<file path="config.mk">
export PLATFORM = sky130hd
export DESIGN_NAME = cpu_core_param
export DESIGN_NICKNAME = d
export VERILOG_FILES = /design/src/rtl/cpu_core_pkg.sv /design/src/rtl/cpu_alu.sv /design/src/rtl/cpu_core_param.sv
export SDC_FILE = /design/constraint.sdc
export NUM_CORES = 1
export LEC_CHECK = 0
export CORE_MARGIN = 1.5
export CORE_UTILIZATION = 48
export DETAILED_ROUTE_END_ITERATION = 10
export GPL_TIMING_DRIVEN = 0
export PLACE_DENSITY_LB_ADDON = 0.12
export SLEW_MARGIN = 20
export SYNTH_ARGS = -nofsm -noshare
export SYNTH_HDL_FRONTEND = slang
export SYNTH_HIERARCHICAL = 1
export SYNTH_SLANG_ARGS = --single-unit
export TNS_END_PERCENT = 30
</file>
<file path="constraint.sdc">
create_clock -name Clock -period 14.01 [get_ports Clock]
set_input_delay 2.802 -clock Clock [delete_from_list [all_inputs] [get_ports Clock]]
set_output_delay 2.802 -clock Clock [all_outputs]
set_load 0.02 [all_outputs]
</file>
<file path="src/rtl/cpu_core_pkg.sv">
// Shared opcodes, FSM state encodings and instruction field offsets for the parametrised CPU core.
// Instruction layout is {op, rd, rs, imm}, imm in the low DATA_W bits.
package cpu_core_pkg;

   localparam int OP_W = 4;

   localparam logic [OP_W-1:0] OP_NOP  = 4'h0;
   localparam logic [OP_W-1:0] OP_LDI  = 4'h1;
   localparam logic [OP_W-1:0] OP_MOV  = 4'h2;
   localparam logic [OP_W-1:0] OP_ADD  = 4'h3;
   localparam logic [OP_W-1:0] OP_SUB  = 4'h4;
   localparam logic [OP_W-1:0] OP_AND  = 4'h5;
   localparam logic [OP_W-1:0] OP_XOR  = 4'h6;
   localparam logic [OP_W-1:0] OP_IN   = 4'h7;
   localparam logic [OP_W-1:0] OP_OUT  = 4'h8;
   localparam logic [OP_W-1:0] OP_JMP  = 4'h9;
   localparam logic [OP_W-1:0] OP_JZ   = 4'hA;
   localparam logic [OP_W-1:0] OP_JC   = 4'hB;
   localparam logic [OP_W-1:0] OP_JB   = 4'hC;
   localparam logic [OP_W-1:0] OP_SGP  = 4'hD;
   localparam logic [OP_W-1:0] OP_SHR  = 4'hE;
   localparam logic [OP_W-1:0] OP_HALT = 4'hF;

   typedef enum logic [1:0] {
      ST_RUN     = 2'd0,
      ST_WAIT_IN = 2'd1,
      ST_HALT    = 2'd2
   } state_t;

   function automatic int rs_lsb(input int data_w);
      return data_w;
   endfunction

   function automatic int rd_lsb(input int reg_aw, input int data_w);
      return data_w + reg_aw;
   endfunction

   function automatic int op_lsb(input int reg_aw, input int data_w);
      return data_w + 2 * reg_aw;
   endfunction

endpackage

</file>
<file path="src/rtl/cpu_alu.sv">
// Combinational ALU for the CPU core. Ops without arithmetic pass b through,
// so LDI/MOV/IN share the same zero-flag path as the real ALU ops.
module cpu_alu
   import cpu_core_pkg::*;
#(
   parameter int DATA_W = 8
)(
   input  logic [OP_W-1:0]   op,
   input  logic [DATA_W-1:0] a,
   input  logic [DATA_W-1:0] b,
   output logic [DATA_W-1:0] result,
   output logic              z,
   output logic              c
);

   always_comb begin
      result = b;
      c      = 1'b0;
      case (op)
         OP_ADD: {c, result} = {1'b0, a} + {1'b0, b};
         OP_SUB: begin
            result = a - b;
            c      = (a < b);
         end
         OP_AND: result = a & b;
         OP_XOR: result = a ^ b;
         OP_SHR: begin
            result = a >> 1;
            c      = a[0];
         end
         default: ;
      endcase
      z = (result == '0);
   end

endmodule

</file>
<file path="src/rtl/cpu_core_param.sv">
// Parametrised accumulator/register CPU core: one instruction per tick from a combinational ROM,
// with a prescaler for slow on-board stepping and an IN handshake that can stall the pipeline.
//
//   state      | meaning
//   -----------+-----------------------------------------------------
//   ST_RUN     | execute the instruction at IP on every tick
//   ST_WAIT_IN | IN issued without Sample; IP held until Sample=1
//   ST_HALT    | terminal, outputs frozen, only Reset leaves
module cpu_core_param
   import cpu_core_pkg::*;
#(
   parameter int DATA_W    = 8,
   parameter int ADDR_W    = 8,
   parameter int REG_AW    = 2,
   parameter int GPO_W     = 6,
   parameter int BTN_W     = 3,
   parameter int SLOW_LOG2 = 20,
   parameter int INSTR_W   = OP_W + 2 * REG_AW + DATA_W
)(
   input  logic               Clock,
   input  logic               Reset,
   input  logic [INSTR_W-1:0] Instr,
   input  logic [DATA_W-1:0]  Din,
   input  logic               Sample,
   input  logic [BTN_W-1:0]   Btns,
   input  logic               Turbo,
   output logic [ADDR_W-1:0]  IP,
   output logic [DATA_W-1:0]  Dout,
   output logic               Dval,
   output logic [GPO_W-1:0]   GPO,
   output logic [3:0]         Debug
);

   localparam int OP_LSB = op_lsb(REG_AW, DATA_W);
   localparam int RD_LSB = rd_lsb(REG_AW, DATA_W);
   localparam int RS_LSB = rs_lsb(DATA_W);
   localparam int NREGS  = 2 ** REG_AW;

   logic [OP_W-1:0]   op;
   logic [REG_AW-1:0] rd;
   logic [REG_AW-1:0] rs;
   logic [DATA_W-1:0] imm;

   assign op  = Instr[OP_LSB +: OP_W];
   assign rd  = Instr[RD_LSB +: REG_AW];
   assign rs  = Instr[RS_LSB +: REG_AW];
   assign imm = Instr[DATA_W-1:0];

   state_t            state, state_nxt;
   logic [DATA_W-1:0] regs [NREGS];
   logic              z_flag, c_flag;
   logic [REG_AW-1:0] pend_rd;

   // Prescaler restarts whenever Turbo changes so the slow period is always a full one.
   logic [SLOW_LOG2-1:0] presc;
   logic                 turbo_q;
   logic                 tick;

   assign tick = Turbo | ((Turbo == turbo_q) && (presc == '1));

   always_ff @(posedge Clock) begin
      if (Reset) begin
         presc   <= '0;
         turbo_q <= Turbo;
      end else if (Turbo != turbo_q) begin
         presc   <= '0;
         turbo_q <= Turbo;
      end else if (!Turbo) begin
         presc   <= presc + SLOW_LOG2'(1);
      end
   end

   logic [DATA_W-1:0] rd_val, rs_val;
   assign rd_val = regs[rd];
   assign rs_val = regs[rs];

   logic btn_hit;
   always_comb begin
      btn_hit = 1'b0;
      for (int i = 0; i < BTN_W; i++)
         if (int'(rs) == i) btn_hit = Btns[i];
   end

   logic [OP_W-1:0]   alu_op;
   logic [DATA_W-1:0] alu_b, alu_res;
   logic              alu_z, alu_c;

   assign alu_op = (state == ST_WAIT_IN) ? OP_IN : op;

   always_comb begin
      alu_b = rs_val;
      if (alu_op == OP_LDI)     alu_b = imm;
      else if (alu_op == OP_IN) alu_b = Din;
   end

   cpu_alu #(.DATA_W(DATA_W)) u_alu (
      .op     (alu_op),
      .a      (rd_val),
      .b      (alu_b),
      .result (alu_res),
      .z      (alu_z),
      .c      (alu_c)
   );

   always_ff @(posedge Clock) begin
      if (Reset) state <= ST_RUN;
      else       state <= state_nxt;
   end

   always_comb begin
      state_nxt = state;
      case (state)
         ST_RUN: begin
            if (tick && op == OP_HALT)             state_nxt = ST_HALT;
            else if (tick && op == OP_IN && !Sample) state_nxt = ST_WAIT_IN;
         end
         ST_WAIT_IN: if (Sample) state_nxt = ST_RUN;
         ST_HALT:    state_nxt = ST_HALT;
         default:    state_nxt = ST_RUN;
      endcase
   end

   logic [ADDR_W-1:0] ip_nxt;
   logic [REG_AW-1:0] wr_addr;
   logic              wr_en, z_en, c_en, out_en, gpo_en, pend_en;

   always_comb begin
      ip_nxt  = IP;
      wr_addr = rd;
      wr_en   = 1'b0;
      z_en    = 1'b0;
      c_en    = 1'b0;
      out_en  = 1'b0;
      gpo_en  = 1'b0;
      pend_en = 1'b0;
      case (state)
         ST_RUN: if (tick) begin
            ip_nxt = IP + ADDR_W'(1);
            case (op)
               OP_LDI: begin wr_en = 1'b1; z_en = 1'b1; end
               OP_MOV: wr_en = 1'b1;
               OP_ADD, OP_SUB, OP_SHR: begin
                  wr_en = 1'b1; z_en = 1'b1; c_en = 1'b1;
               end
               OP_AND, OP_XOR: begin wr_en = 1'b1; z_en = 1'b1; end
               OP_IN: begin
                  if (Sample) begin
                     wr_en = 1'b1; z_en = 1'b1;
                  end else begin
                     ip_nxt = IP; pend_en = 1'b1;
                  end
               end
               OP_OUT:  out_en = 1'b1;
               OP_JMP:  ip_nxt = imm[ADDR_W-1:0];
               OP_JZ:   if (z_flag)  ip_nxt = imm[ADDR_W-1:0];
               OP_JC:   if (c_flag)  ip_nxt = imm[ADDR_W-1:0];
               OP_JB:   if (btn_hit) ip_nxt = imm[ADDR_W-1:0];
               OP_SGP:  gpo_en = 1'b1;
               OP_HALT: ip_nxt = IP;
               default: ;
            endcase
         end
         ST_WAIT_IN: if (Sample) begin
            ip_nxt  = IP + ADDR_W'(1);
            wr_addr = pend_rd;
            wr_en   = 1'b1;
            z_en    = 1'b1;
         end
         default: ;
      endcase
   end

   logic [GPO_W+DATA_W-1:0] gpo_ext;
   assign gpo_ext = {{GPO_W{1'b0}}, rs_val};

   always_ff @(posedge Clock) begin
      if (Reset) begin
         IP      <= '0;
         Dout    <= '0;
         Dval    <= 1'b0;
         GPO     <= '0;
         z_flag  <= 1'b0;
         c_flag  <= 1'b0;
         pend_rd <= '0;
         for (int i = 0; i < NREGS; i++) regs[i] <= '0;
      end else begin
         IP   <= ip_nxt;
         Dval <= out_en;
         if (out_en)  Dout    <= rs_val;
         if (gpo_en)  GPO     <= gpo_ext[GPO_W-1:0];
         if (wr_en)   regs[wr_addr] <= alu_res;
         if (z_en)    z_flag  <= alu_z;
         if (c_en)    c_flag  <= alu_c;
         if (pend_en) pend_rd <= rd;
      end
   end

   assign Debug = {c_flag, z_flag, state};

endmodule

</file>
### Word level (Yosys, flattened, before mapping)

Memories as Yosys holds them, arrays and structs flattened.
Index checks and enable logic that the tools add are counted.

* add/sub/neg operators: 4
* magnitude comparators: 1
* equal/unequal tests: 33
* multiplexer cells: 51
* bitwise operators: 3
* reduce and logical (&&, ||, !) cells: 17

Operators by type and width (count)
* $mux 8: 8
* $pmux 8 s6: 1
* $pmux 8 s5: 1
* $eq 4x4->1 const B: 9
* $eq 4x3->1 const B: 8
* $mux 1: 27
* $add 20x1->20 const B: 1
* $eq 20x20->1 const B: 1
* $pmux 8 s2: 1
* $eq 4x2->1 const B: 3
* $mux 2: 6
* $add 8x8->9: 1
* $add 8x1->8 const B: 1
* $and 8x8->8: 1
* $eq 4x1->1 const B: 2
* $logic_not 8->1: 1
* $lt 8x8->1: 1
* $pmux 1 s2: 4
* $reduce_or 8->1: 1
* $sub 8x8->8: 1
* $xor 8x8->8: 1
* $reduce_or 7->1: 1
* $eq 2x2->1 const B: 3
* $ne 2x2->1 const B: 3
* 17 further kinds: 22

* register bits after elaboration: 50
* bits in writable memories: 32
* input bits: 31
* output and inout bits: 27
* logic and storage cells: 120
* memories: 1

Memory list
* regs: words 4, width 8, rd ports 2, clocked after Yosys merged registers in 0, wr ports 4, RTL line cpu_core_param.sv:50 `logic [DATA_W-1:0] regs [NREGS];`

### Depth between registers and ports, before layout

* word-level depth: 10
* depth in mapped cells: 19
* gate-level depth less buffers: 16

### Hierarchy

Netlist, hierarchy kept.

Modules (own cells, without submodules)
* cpu_core_param: instances 1, cells an instance 457, area each 4444.3 um^2, seq. area each 1971.9 um^2
* cpu_alu: instances 1, cells an instance 188, area each 1262.5 um^2, seq. area each 0.0 um^2

### Worst setup path after synthesis

No wires, ideal clock.

* path type: input to register
* start: input Instr[14]
* end: register z_flag
* setup time: 0.065 ns
* arrival time: 6.618 ns
* data required time: 13.945 ns
* setup slack: 7.327 ns
* stages: 18
* buffers on the path: 3
* cell sequence: buf_2 > and4b_1 > clkbuf_1 > nor2_1 > clkbuf_1 > mux2i_1 > a21oi_1 > ha_1 > inv_1 > fa_1 > and2b_1 > o32ai_1 > a21oi_1 > o32a_1 > or4b_1 > nor4_2 > mux2i_1 > nor2_1

* longest elaborated chain between the ends: 7
* elaborated cells on any way between the ends: 27
* those cells by class: add/sub (2); eq/ne (14); mux (7); bitwise (2); reduce/logical (2)

RTL lines
* start, declared: RTL line cpu_core_param.sv:22 `input logic [INSTR_W-1:0] Instr,`
* $mux 4 *: RTL line cpu_core_param.sv:88 `assign alu_op = (state == ST_WAIT_IN) ? OP_IN : op;`
* $eq 4x3->1: RTL line cpu_core_param.sv:93 `else if (alu_op == OP_IN) alu_b = Din;`
* $mux 8: RTL line cpu_core_param.sv:93
* $mux 8 *: RTL line cpu_core_param.sv:92 `if (alu_op == OP_LDI) alu_b = imm;`
* named net alu_b[0]: RTL line cpu_core_param.sv:85 `logic [DATA_W-1:0] alu_b, alu_res;`
* $sub 8x8->8 or $add 8x8->9 (tied branches): RTL line cpu_alu.sv:22, cpu_alu.sv:20
* $pmux 8 s5 *: RTL line cpu_alu.sv:19 `case (op)`
* named net alu_res[1]: RTL line cpu_core_param.sv:85
* $logic_not 8->1 *: RTL line cpu_alu.sv:33 `z = (result == '0);`
* named net alu_z: RTL line cpu_core_param.sv:86 `logic alu_z, alu_c;`
* end signal, assigned: RTL line cpu_core_param.sv:192 `if (z_en) z_flag <= alu_z;`
* end, declared: RTL line cpu_core_param.sv:51 `logic z_flag, c_flag;`

Mark *: on every way through the listed nets, which the timed path passes. The rest lies on a longest branch.
A chain may end at the register's enable or synchronous reset.

==> results.json <==
{
  "number_of_antenna_violations_at_the_first_check_in_global_routing": 0,
  "final-max-slew-violation-count": 0,
  "multiInputGateArea_um2": 3460,
  "post-synth-top-count-cell": "nor2_1",
  "timing.critical_path.fanout_max": 10,
  "ant_nets": 0,
  "grt_max_degree": 14,
  "finalSetupViolCount": 0,
  "layout_min_cycle_time_ns": 7.97,
  "numCtsBuffers": 9,
  "floorplan.die_area_um2": 12600,
  "synth_to_layout_area_growth_pct": 17.8,
  "coreArea_um2": 11500,
  "clock_tree_from_tritoncts": "yes",
  "synth.net_count": 697,
  "synth_top_cells_by_area": "edfxtp_1, dfxtp_1, nor2_1",
  "max_slew_margin_pct": 29.9,
  "root_buffer": "clkbuf_16",
  "cts.sink_count": 82,
  "cts.clk_slew.worst_paths_ns": 0.07,
  "routed-via-count": 5256,
  "placement.cell_area_um2": 6420,
  "fin_crit_sh_pct": 56.9,
  "io_pins": 58,
  "setup_skew_after_layout_ns": 0.0111,
  "max_clk_rate_mhz": 126,
  "syn_inst": 645,
  "grt_setup_unrepaired": "false",
  "placementRows": 39,
  "globalRouteOverflowTotal": 0,
  "crit_type": "in -> reg",
  "postSynth.topFlopCell": "dfxtp_1",
  "cts_repair_resize_count": 0,
  "postSynthRegisterBits": 82,
  "count_of_nets_after_finishing": 761,
  "finalHoldViolCount": 0,
  "cts_setup_buffers": 0,
  "violated_checks": "DRC",
  "synthTopCellsByCount": "nor2_1, dfxtp_1, a21oi_1, nand2_1, edfxtp_1",
  "synthDominantCellAreaShare_pct": 17.4,
  "hpwl_um": 12000,
  "post_synth_num_cell_types": 74,
  "run_status": "complete, but fails checks",
  "routed_wire_length_per_instance_um": 19.0,
  "drc_viols": 5,
  "ys_async_sr_fraction_pct": 0,
  "gp_congestion": 0.926,
  "worst_pin_slew_ns": 1.05,
  "vias_in_the_first_global_route": 4990,
  "post_synth_instance_area_um2": 5710,
  "setup.worst_path.start_class": "input pin",
  "antenna_diode_count": 0,
  "die_w_um": 112,
  "n_fill_cell": 1040,
  "initial_utilization_pct": 49.6,
  "detail_route.vias_per_cell": 6.13,
  "finalSetupTns_ns": 0,
  "insertion_delay_ns": 0.34,
  "die_ht_um": 112,
  "finished_cell_area_um2": 6720,
  "numPortBuffers": 53,
  "worst-endpoint-arrival_ns": 8.16,
  "routed_wire_length_um": 16300,
  "synth-edff-count": 33,
  "yosysTopAreaCell": "edfxtp_1",
  "drt-pass1-iter-count": 9,
  "clock_path_buffers": 2,
  "post_synth.cell_area_avg_um2": 8.85,
  "data_required_time_at_the_worst_endpoint_ns": 14.20,
  "htree_levels": 3,
  "power.density_cell_area_nw_per_um2": 98.6,
  "ir_drop_v": 0.0000630,
  "initialDrtViolationCount": 508,
  "share_of_layout_cells_above_drive_strength_1_pct": 8.54,
  "p_leak_nw": 2.54,
  "cp-end-kind": "flop",
  "max-cap-violations": 0,
  "yosys_warnings": 6,
  "worst_hold_path_type": "reg -> reg",
  "synth_sequential_area_ratio_pct": 34.6,
  "gr-usage-all-layers_pct": 26.5,
  "area.sequential_um2": 1970,
  "grt_pass1_wl_um": 26000,
  "post_cts_hold_buffer_count": 0
}
worst max-delay path, cell delays in order:
cell             delay (ns)
clkdlybuf4s50_1        0.53
and4b_1                0.21
clkbuf_1               0.18
nor2_1                 0.44
clkbuf_1               0.62
mux2i_1                0.16
a21oi_1                0.37
inv_1                  0.09
ha_1                   0.28
clkbuf_1               0.21
o41ai_1                0.91
a31oi_1                0.20
nor2b_1                0.18
o32ai_1                0.60
nand2b_1               0.22
nor2_1                 0.15
worst paths after layout:
path	depth (start not counted)	end	startpoint	slack [ns]
worst max-delay path	16	regs[1][7]	Instr[15]	6.04
worst min-delay path	2	c_flag	c_flag	0.48
worst max register to register	16	regs[1][7]	state[1]	8.57
worst min register to register	2	c_flag	c_flag	0.48
area by class of cell:
cell class | count | area share [%]
multi-input cells | 500 | 51.4
flip-flops and latches | 82 | 29.3
repair buffers | 53 | 7.89
clock buffers | 12 | 3.82
plain buffers | 41 | 2.90
well taps | 143 | 2.66
inverters | 22 | 1.23
clock inverters | 4 | 0.726
cell usage in the layout (no fill, tap or decap), types with 23 or more instances in the layout:
master,instances
clkbuf_1,23
nor2_1,111
clkdlybuf4s50_1,53
o21ai_0,29
nand2b_1,25
a21oi_1,42
dfxtp_1,49
mux2i_1,27
edfxtp_1,33
nand2_1,34
sequential cells by signal (all words and copies together), names as in the netlist:
name and count:
GPO 6, regs 32, turbo_q 1, pend_rd 2
IP 8, Dval 1, Dout 8, state 2
c_flag 1, presc 20, z_flag 1
report_power, final:
| group | leakage (nW) | total (mW) | internal [mW] | switching, mW |
|---|---|---|---|---|
| clock network | 0.149 | 0.245 | 0.148 | 0.0976 |
| logic | 1.65 | 0.156 | 0.0613 | 0.0943 |
| registers | 0.739 | 0.262 | 0.256 | 0.00601 |
through the flow:
stage	instances	util (%)	total power, mW	setup slack (ns)	hold WS (ns)
global placement	841	55.7	0.416	5.90	0.459
finish	857	58.4	0.663	6.04	0.482
floorplan	645	-	0.371	7.33	0.445
global route	857	58.4	0.687	5.69	0.487
CTS	857	58.4	0.662	6.14	0.479
detailed placement	841	55.7	0.419	5.85	0.469
layer usage:
metal  global-route usage (%)  vias up  share of wire [%]
li1                         -     2484                  -
met1                     35.9     2502                 43
met2                     43.1      233                 46
met3                     4.97       37                8.0
met4                     9.45        0                2.6
met5                        0        -                  0
cells by family after synthesis:
family,Yosys count,synth area share [%]
AOI/OAI and AO/OA,139,15.8
DFF,82,34.6
and+or+nand+nor,269,24.5
muxes,43,11.1
buffers and inverters,63,4.87
adders and majority gates,21,4.87
xor gates and xnor gates,28,4.30
Power figures use the tool's default switching activity.
